<file path="src/rtl/alu_seq_pkg.sv">
// Shared opcode and FSM encodings for the sequential execute ALU.
package alu_seq_pkg;

  typedef enum logic [3:0] {
    OP_ADD     = 4'd0,
    OP_LT      = 4'd1,
    OP_LTU     = 4'd2,
    OP_AND     = 4'd3,
    OP_OR      = 4'd4,
    OP_XOR     = 4'd5,
    OP_SLL     = 4'd6,
    OP_SRL     = 4'd7,
    OP_SUB     = 4'd8,
    OP_SRA     = 4'd9,
    OP_EQ      = 4'd10,
    OP_NE      = 4'd11,
    OP_GE      = 4'd12,
    OP_GEU     = 4'd13,
    OP_MUL     = 4'd14,
    OP_ILLEGAL = 4'd15
  } alu_op_e;

  typedef enum logic [1:0] {
    ST_IDLE = 2'd0,
    ST_BUSY = 2'd1,
    ST_DONE = 2'd2
  } state_e;

  function automatic logic is_shift(input alu_op_e op);
    return (op == OP_SLL) || (op == OP_SRL) || (op == OP_SRA);
  endfunction

endpackage

</file>
<file path="src/rtl/alu_seq_shift_step.sv">
// One iteration of the iterative shifter: shifts value by 0..SHIFT_STEP bits.
module alu_seq_shift_step #(
  parameter int XLEN       = 32,
  parameter int SHIFT_STEP = 1
) (
  input  logic [XLEN-1:0]                   value,
  input  logic                              right,
  input  logic                              arith,
  input  logic [$clog2(SHIFT_STEP+1)-1:0]   amount,
  output logic [XLEN-1:0]                   shifted
);

  localparam int AW = $clog2(SHIFT_STEP + 1);

  logic [XLEN-1:0] cand [SHIFT_STEP+1];

  // Arithmetic shift is kept in its own expression so signedness is not lost to a mixed ternary.
  generate
    for (genvar gi = 0; gi <= SHIFT_STEP; gi++) begin : g_cand
      logic [XLEN-1:0] sra_val;
      assign sra_val   = $unsigned($signed(value) >>> gi);
      assign cand[gi]  = right ? (arith ? sra_val : (value >> gi)) : (value << gi);
    end
  endgenerate

  always_comb begin
    shifted = value;
    for (int k = 0; k <= SHIFT_STEP; k++) begin
      if (amount == AW'(k)) shifted = cand[k];
    end
  end

endmodule

</file>
<file path="src/rtl/alu_seq.sv">
// Handshaked execute ALU: single-cycle arith/logic/compare, iterative shifts and shift-add MUL.
module alu_seq
  import alu_seq_pkg::*;
#(
  parameter int XLEN       = 32,
  parameter int SHIFT_STEP = 1
) (
  input  logic            clock,
  input  logic            reset_n,
  input  logic            in_valid,
  output logic            in_ready,
  input  logic [3:0]      alu_op,
  input  logic [XLEN-1:0] a,
  input  logic [XLEN-1:0] b,
  output logic            out_valid,
  input  logic            out_ready,
  output logic [XLEN-1:0] res,
  output logic            cond,
  output logic            illegal
);

  localparam int SW = $clog2(XLEN);
  localparam int AW = $clog2(SHIFT_STEP + 1);
  localparam logic [SW-1:0] STEP     = SW'(SHIFT_STEP);
  localparam logic [SW-1:0] LAST_CNT = SW'(XLEN - 1);

  state_e          state_reg;
  alu_op_e         op_reg;
  logic [XLEN-1:0] work_reg;
  logic [XLEN-1:0] mult_reg;
  logic [XLEN-1:0] acc_reg;
  logic [XLEN-1:0] res_reg;
  logic [SW-1:0]   remaining_reg;
  logic [SW-1:0]   count_reg;
  logic            cond_reg;
  logic            illegal_reg;

  alu_op_e         op_in;
  logic            accept;
  logic [XLEN-1:0] single_res;
  logic            single_cond;
  logic [AW-1:0]   step_amt;
  logic [SW-1:0]   remaining_next;
  logic [XLEN-1:0] shifted;
  logic [XLEN-1:0] acc_next;

  assign op_in     = alu_op_e'(alu_op);
  assign in_ready  = (state_reg == ST_IDLE) || ((state_reg == ST_DONE) && out_ready);
  assign accept    = in_valid && in_ready;
  assign out_valid = (state_reg == ST_DONE);
  assign res       = res_reg;
  assign cond      = cond_reg;
  assign illegal   = illegal_reg;

  always_comb begin
    single_res  = '0;
    single_cond = 1'b0;
    case (op_in)
      OP_ADD: single_res  = a + b;
      OP_SUB: single_res  = a - b;
      OP_AND: single_res  = a & b;
      OP_OR:  single_res  = a | b;
      OP_XOR: single_res  = a ^ b;
      OP_LT:  single_cond = $signed(a) < $signed(b);
      OP_LTU: single_cond = a < b;
      OP_GE:  single_cond = $signed(a) >= $signed(b);
      OP_GEU: single_cond = a >= b;
      OP_EQ:  single_cond = (a == b);
      OP_NE:  single_cond = (a != b);
      default: ;
    endcase
  end

  // The final iteration may be shorter than SHIFT_STEP.
  assign step_amt       = (remaining_reg < STEP) ? AW'(remaining_reg) : AW'(SHIFT_STEP);
  assign remaining_next = remaining_reg - SW'(step_amt);
  assign acc_next       = mult_reg[0] ? (acc_reg + work_reg) : acc_reg;

  alu_seq_shift_step #(
    .XLEN       (XLEN),
    .SHIFT_STEP (SHIFT_STEP)
  ) u_shift_step (
    .value   (work_reg),
    .right   (op_reg != OP_SLL),
    .arith   (op_reg == OP_SRA),
    .amount  (step_amt),
    .shifted (shifted)
  );

  always_ff @(posedge clock) begin
    if (!reset_n) begin
      state_reg     <= ST_IDLE;
      op_reg        <= OP_ADD;
      work_reg      <= '0;
      mult_reg      <= '0;
      acc_reg       <= '0;
      res_reg       <= '0;
      remaining_reg <= '0;
      count_reg     <= '0;
      cond_reg      <= 1'b0;
      illegal_reg   <= 1'b0;
    end else if (accept) begin
      op_reg        <= op_in;
      work_reg      <= a;
      mult_reg      <= b;
      acc_reg       <= '0;
      count_reg     <= '0;
      remaining_reg <= b[SW-1:0];
      cond_reg      <= 1'b0;
      illegal_reg   <= 1'b0;
      if (is_shift(op_in)) begin
        if (b[SW-1:0] == '0) begin
          res_reg   <= a;
          state_reg <= ST_DONE;
        end else begin
          state_reg <= ST_BUSY;
        end
      end else if (op_in == OP_MUL) begin
        state_reg <= ST_BUSY;
      end else begin
        res_reg     <= single_res;
        cond_reg    <= single_cond;
        illegal_reg <= (op_in == OP_ILLEGAL);
        state_reg   <= ST_DONE;
      end
    end else begin
      case (state_reg)
        ST_BUSY: begin
          if (op_reg == OP_MUL) begin
            acc_reg   <= acc_next;
            work_reg  <= work_reg << 1;
            mult_reg  <= mult_reg >> 1;
            count_reg <= count_reg + 1'b1;
            if (count_reg == LAST_CNT) begin
              res_reg   <= acc_next;
              state_reg <= ST_DONE;
            end
          end else begin
            work_reg      <= shifted;
            remaining_reg <= remaining_next;
            if (remaining_next == '0) begin
              res_reg   <= shifted;
              state_reg <= ST_DONE;
            end
          end
        end
        ST_DONE: begin
          if (out_ready) state_reg <= ST_IDLE;
        end
        default: ;
      endcase
    end
  end

endmodule

</file>
<file path="config.mk">
export PLATFORM = sky130hd
export DESIGN_NAME = alu_seq
export DESIGN_NICKNAME = d
export VERILOG_FILES = /design/src/rtl/alu_seq_pkg.sv /design/src/rtl/alu_seq_shift_step.sv /design/src/rtl/alu_seq.sv
export SDC_FILE = /design/constraint.sdc
export NUM_CORES = 1
export LEC_CHECK = 0
export CORE_MARGIN = 4
export CORE_UTILIZATION = 29
export DETAILED_ROUTE_END_ITERATION = 12
export DONT_BUFFER_PORTS = 1
export SLEW_MARGIN = 15
export SYNTH_ARGS = -nofsm -noshare
export SYNTH_HDL_FRONTEND = slang
export SYNTH_SLANG_ARGS = --single-unit
export TNS_END_PERCENT = 1
</file>
<file path="constraint.sdc">
create_clock -name clock -period 3.95 [get_ports clock]
set_input_delay 0.1975 -clock clock [delete_from_list [all_inputs] [get_ports clock]]
set_output_delay 0.1975 -clock clock [all_outputs]
set_load 0.005 [all_outputs]
</file>
==> metrics.txt <==
status=completed; CP Capture Type=flop; fin crit share=88.0%; first-pass GRT wire length=89.8 mm; Hold WC Path Type=input pin to flop; share of layout cells above drive strength 1=7.58%; critical path class=flop to flop; Synth Area in Compound Gates=35.9%; Synth Flop Type=dfxtp_1; RSZ-0062 raised after global routing=false; CTS tree=yes; commonest cells in the synthesized netlist=nand2_1 (213), a21oi_1 (196), nor2_1 (188); GP Congestion=0.950; most frequent cell after synthesis=nand2_1; sequential area share after synthesis=20.8%; peak supply drop=0.283 mV; wirelength, routed=59.6 mm; synthesized net count=2120; DIE WIDTH=228 um; top post-synthesis cells by area=dfxtp_1 (21%), ha_1 (12%), a21oi_1 (7.0%); max_cap viols=0; clock slew at reported path FFs=0.08 ns; post-route DRC violation count=0; Detail Placement HPWL=43.4 mm; post-synthesis adder-cell area fraction=12.1%; Startpoint Class=flop; Area Overhead vs Synth=12.2%; post-synth top area share=20.8%; H-tree depth=4; max-slew violations=0; Max FO, Critical Path=34; Synth Cell Area=14100 um2; Sink Count=146; Worst EP required=4.30 ns; FP Rows=80; starting density of the core=29.4%; DR iter-0 viols=1755; Finished Cell Area=15800 um2; Clock Latency Late Sink=0.46 ns; post-placement cell area=14600 um2; slew margin rel.=31.0%; CTS root buf=clkbuf_16; Final setup violation count=0; vias in the first global route=14400; pwr dens=348 nW/um2; Simple-Gate Fraction of Synth Area=18.3%; xor/xnor share of the synthesized area=2.37%; cts bufs inserted=17; I/O Pins=108; FMAX=288 MHz; setup TNS=0 ns; chip height=228 um; Global Route Usage Sum=21.8%; synthesized instance count=1914; Port Buffer Count=0; main combinational cell family by area after synthesis=compound AO/OA/AOI/OAI gates; leading area contributor after synthesis=dfxtp_1; remaining antenna violation count after routing=0; P_leak=6.26 nW; Worst Tran Pin Value=1.04 ns; full die area=52100 um2; Nets=2092; WL per Instance=23.7 um; final hold vios=0; Finished Core Util=33.0%; core box area=47800 um2; FFs w/ async S/R, synth=0%; CTS max path bufs=2; via count=15300; initial antenna violation count=3; CTS resizes=0; #FFs+latches synth=146; Unique masters post-synth=96; Final min period=3.47 ns; DR pass1 iterations=6; minimum hold slack=0.0282 ns; post-synthesis mux area share=3.49%; R2R Setup Slk=0.48 ns; Crit path arrival time=3.83 ns; Setup Skew=0.00874 ns; yosys warns=0; via/cell ratio=6.08; number of flops mapped to enable cells by yosys=0; largest net degree at the start of global routing=64; total gr overflow=0; Syn Area/Cell=7.35 um2
==> power breakdown <==
group	total, mW	switching, mW	internal [mW]	leakage (nW)
Sequential	1.87	0.240	1.63	1.20
Combinational	1.86	1.17	0.687	4.77
Clock	1.76	0.844	0.916	0.292
Total	5.49	2.25	3.24	6.26
==> critical path: stages, from the launching register on <==
cell	delay, ns
dfxtp_1	0.35
nor4_1	0.43
nor2_1	0.12
ha_1	0.24
xor2_1	0.14
nor4b_1	0.25
a22oi_1	0.20
a211oi_4	0.38
buf_4	0.30
buf_4	0.42
o2111ai_1	0.17
a21oi_1	0.27
nor2_1	0.08
==> placed cells by master (no fill, tap or decap), types with 39 or more instances in the layout <==
cell type	instances
buf_4	39
ha_1	131
nand2_1	213
nor2_1	187
o21ai_0	108
a211oi_1	68
mux2i_1	49
dfxtp_1	146
dlygate4sd3_1	53
inv_1	112
a21oi_1	196
==> worst paths after layout <==
check                 end  cells after the start              from
min               res[26]                      2             a[26]
max reg2reg       res[21]                     12  remaining_reg[2]
min reg2reg  mult_reg[31]                      2      mult_reg[31]
max               res[21]                     12  remaining_reg[2]
==> metal layers <==
layer  up-vias  global-route usage [%]  share of wire (%)
met1      7323                    29.9                 43
met3       138                    5.64                 10
met4         2                    9.13                4.1
li1       7007                       -                  -
met5         -                       0              0.018
met2       818                    32.5                 42
==> cell type report <==
cell class | instances | area [um2]
antenna | 2 | 5.00
fill | 5155 | 32100
clock buffer | 18 | 439
clock inverter | 14 | 163
sequential | 146 | 2920
inverter | 115 | 432
timing repair buffer | 93 | 851
multi-input combinational | 1513 | 10200
tap | 615 | 769
==> per-stage QoR <==
stage | power [mW] | std cells | setup WS [ns]
2_1_floorplan | 3.10 | 1914 | 0.998
3_3_place_gp | 3.61 | 2428 | 0.476
3_5_place_dp | 3.62 | 2428 | 0.388
4_1_cts | 5.45 | 2514 | 0.535
5_1_grt | 5.73 | 2514 | 0.203
6_report | 5.49 | 2516 | 0.476
==> cells by family (layout without fill, tap and decap cells) <==
kind of cell,Yosys count,after routing
muxes,49,49
xor gates and xnor gates,38,38
adders and majority gates,134,134
buffers and inverters,255,240
other,0,2
AOI/OAI and AO/OA,722,722
DFF,146,146
and+or+nand+nor,570,570
==> timing repair <==
item,4_1_cts,5_1_grt
setup buffers,0,0
endpoints found under the hold margin,102,0
endpoints found under the setup margin,0,0
hold buffers,54,0
(Power assumes the default switching activity.)
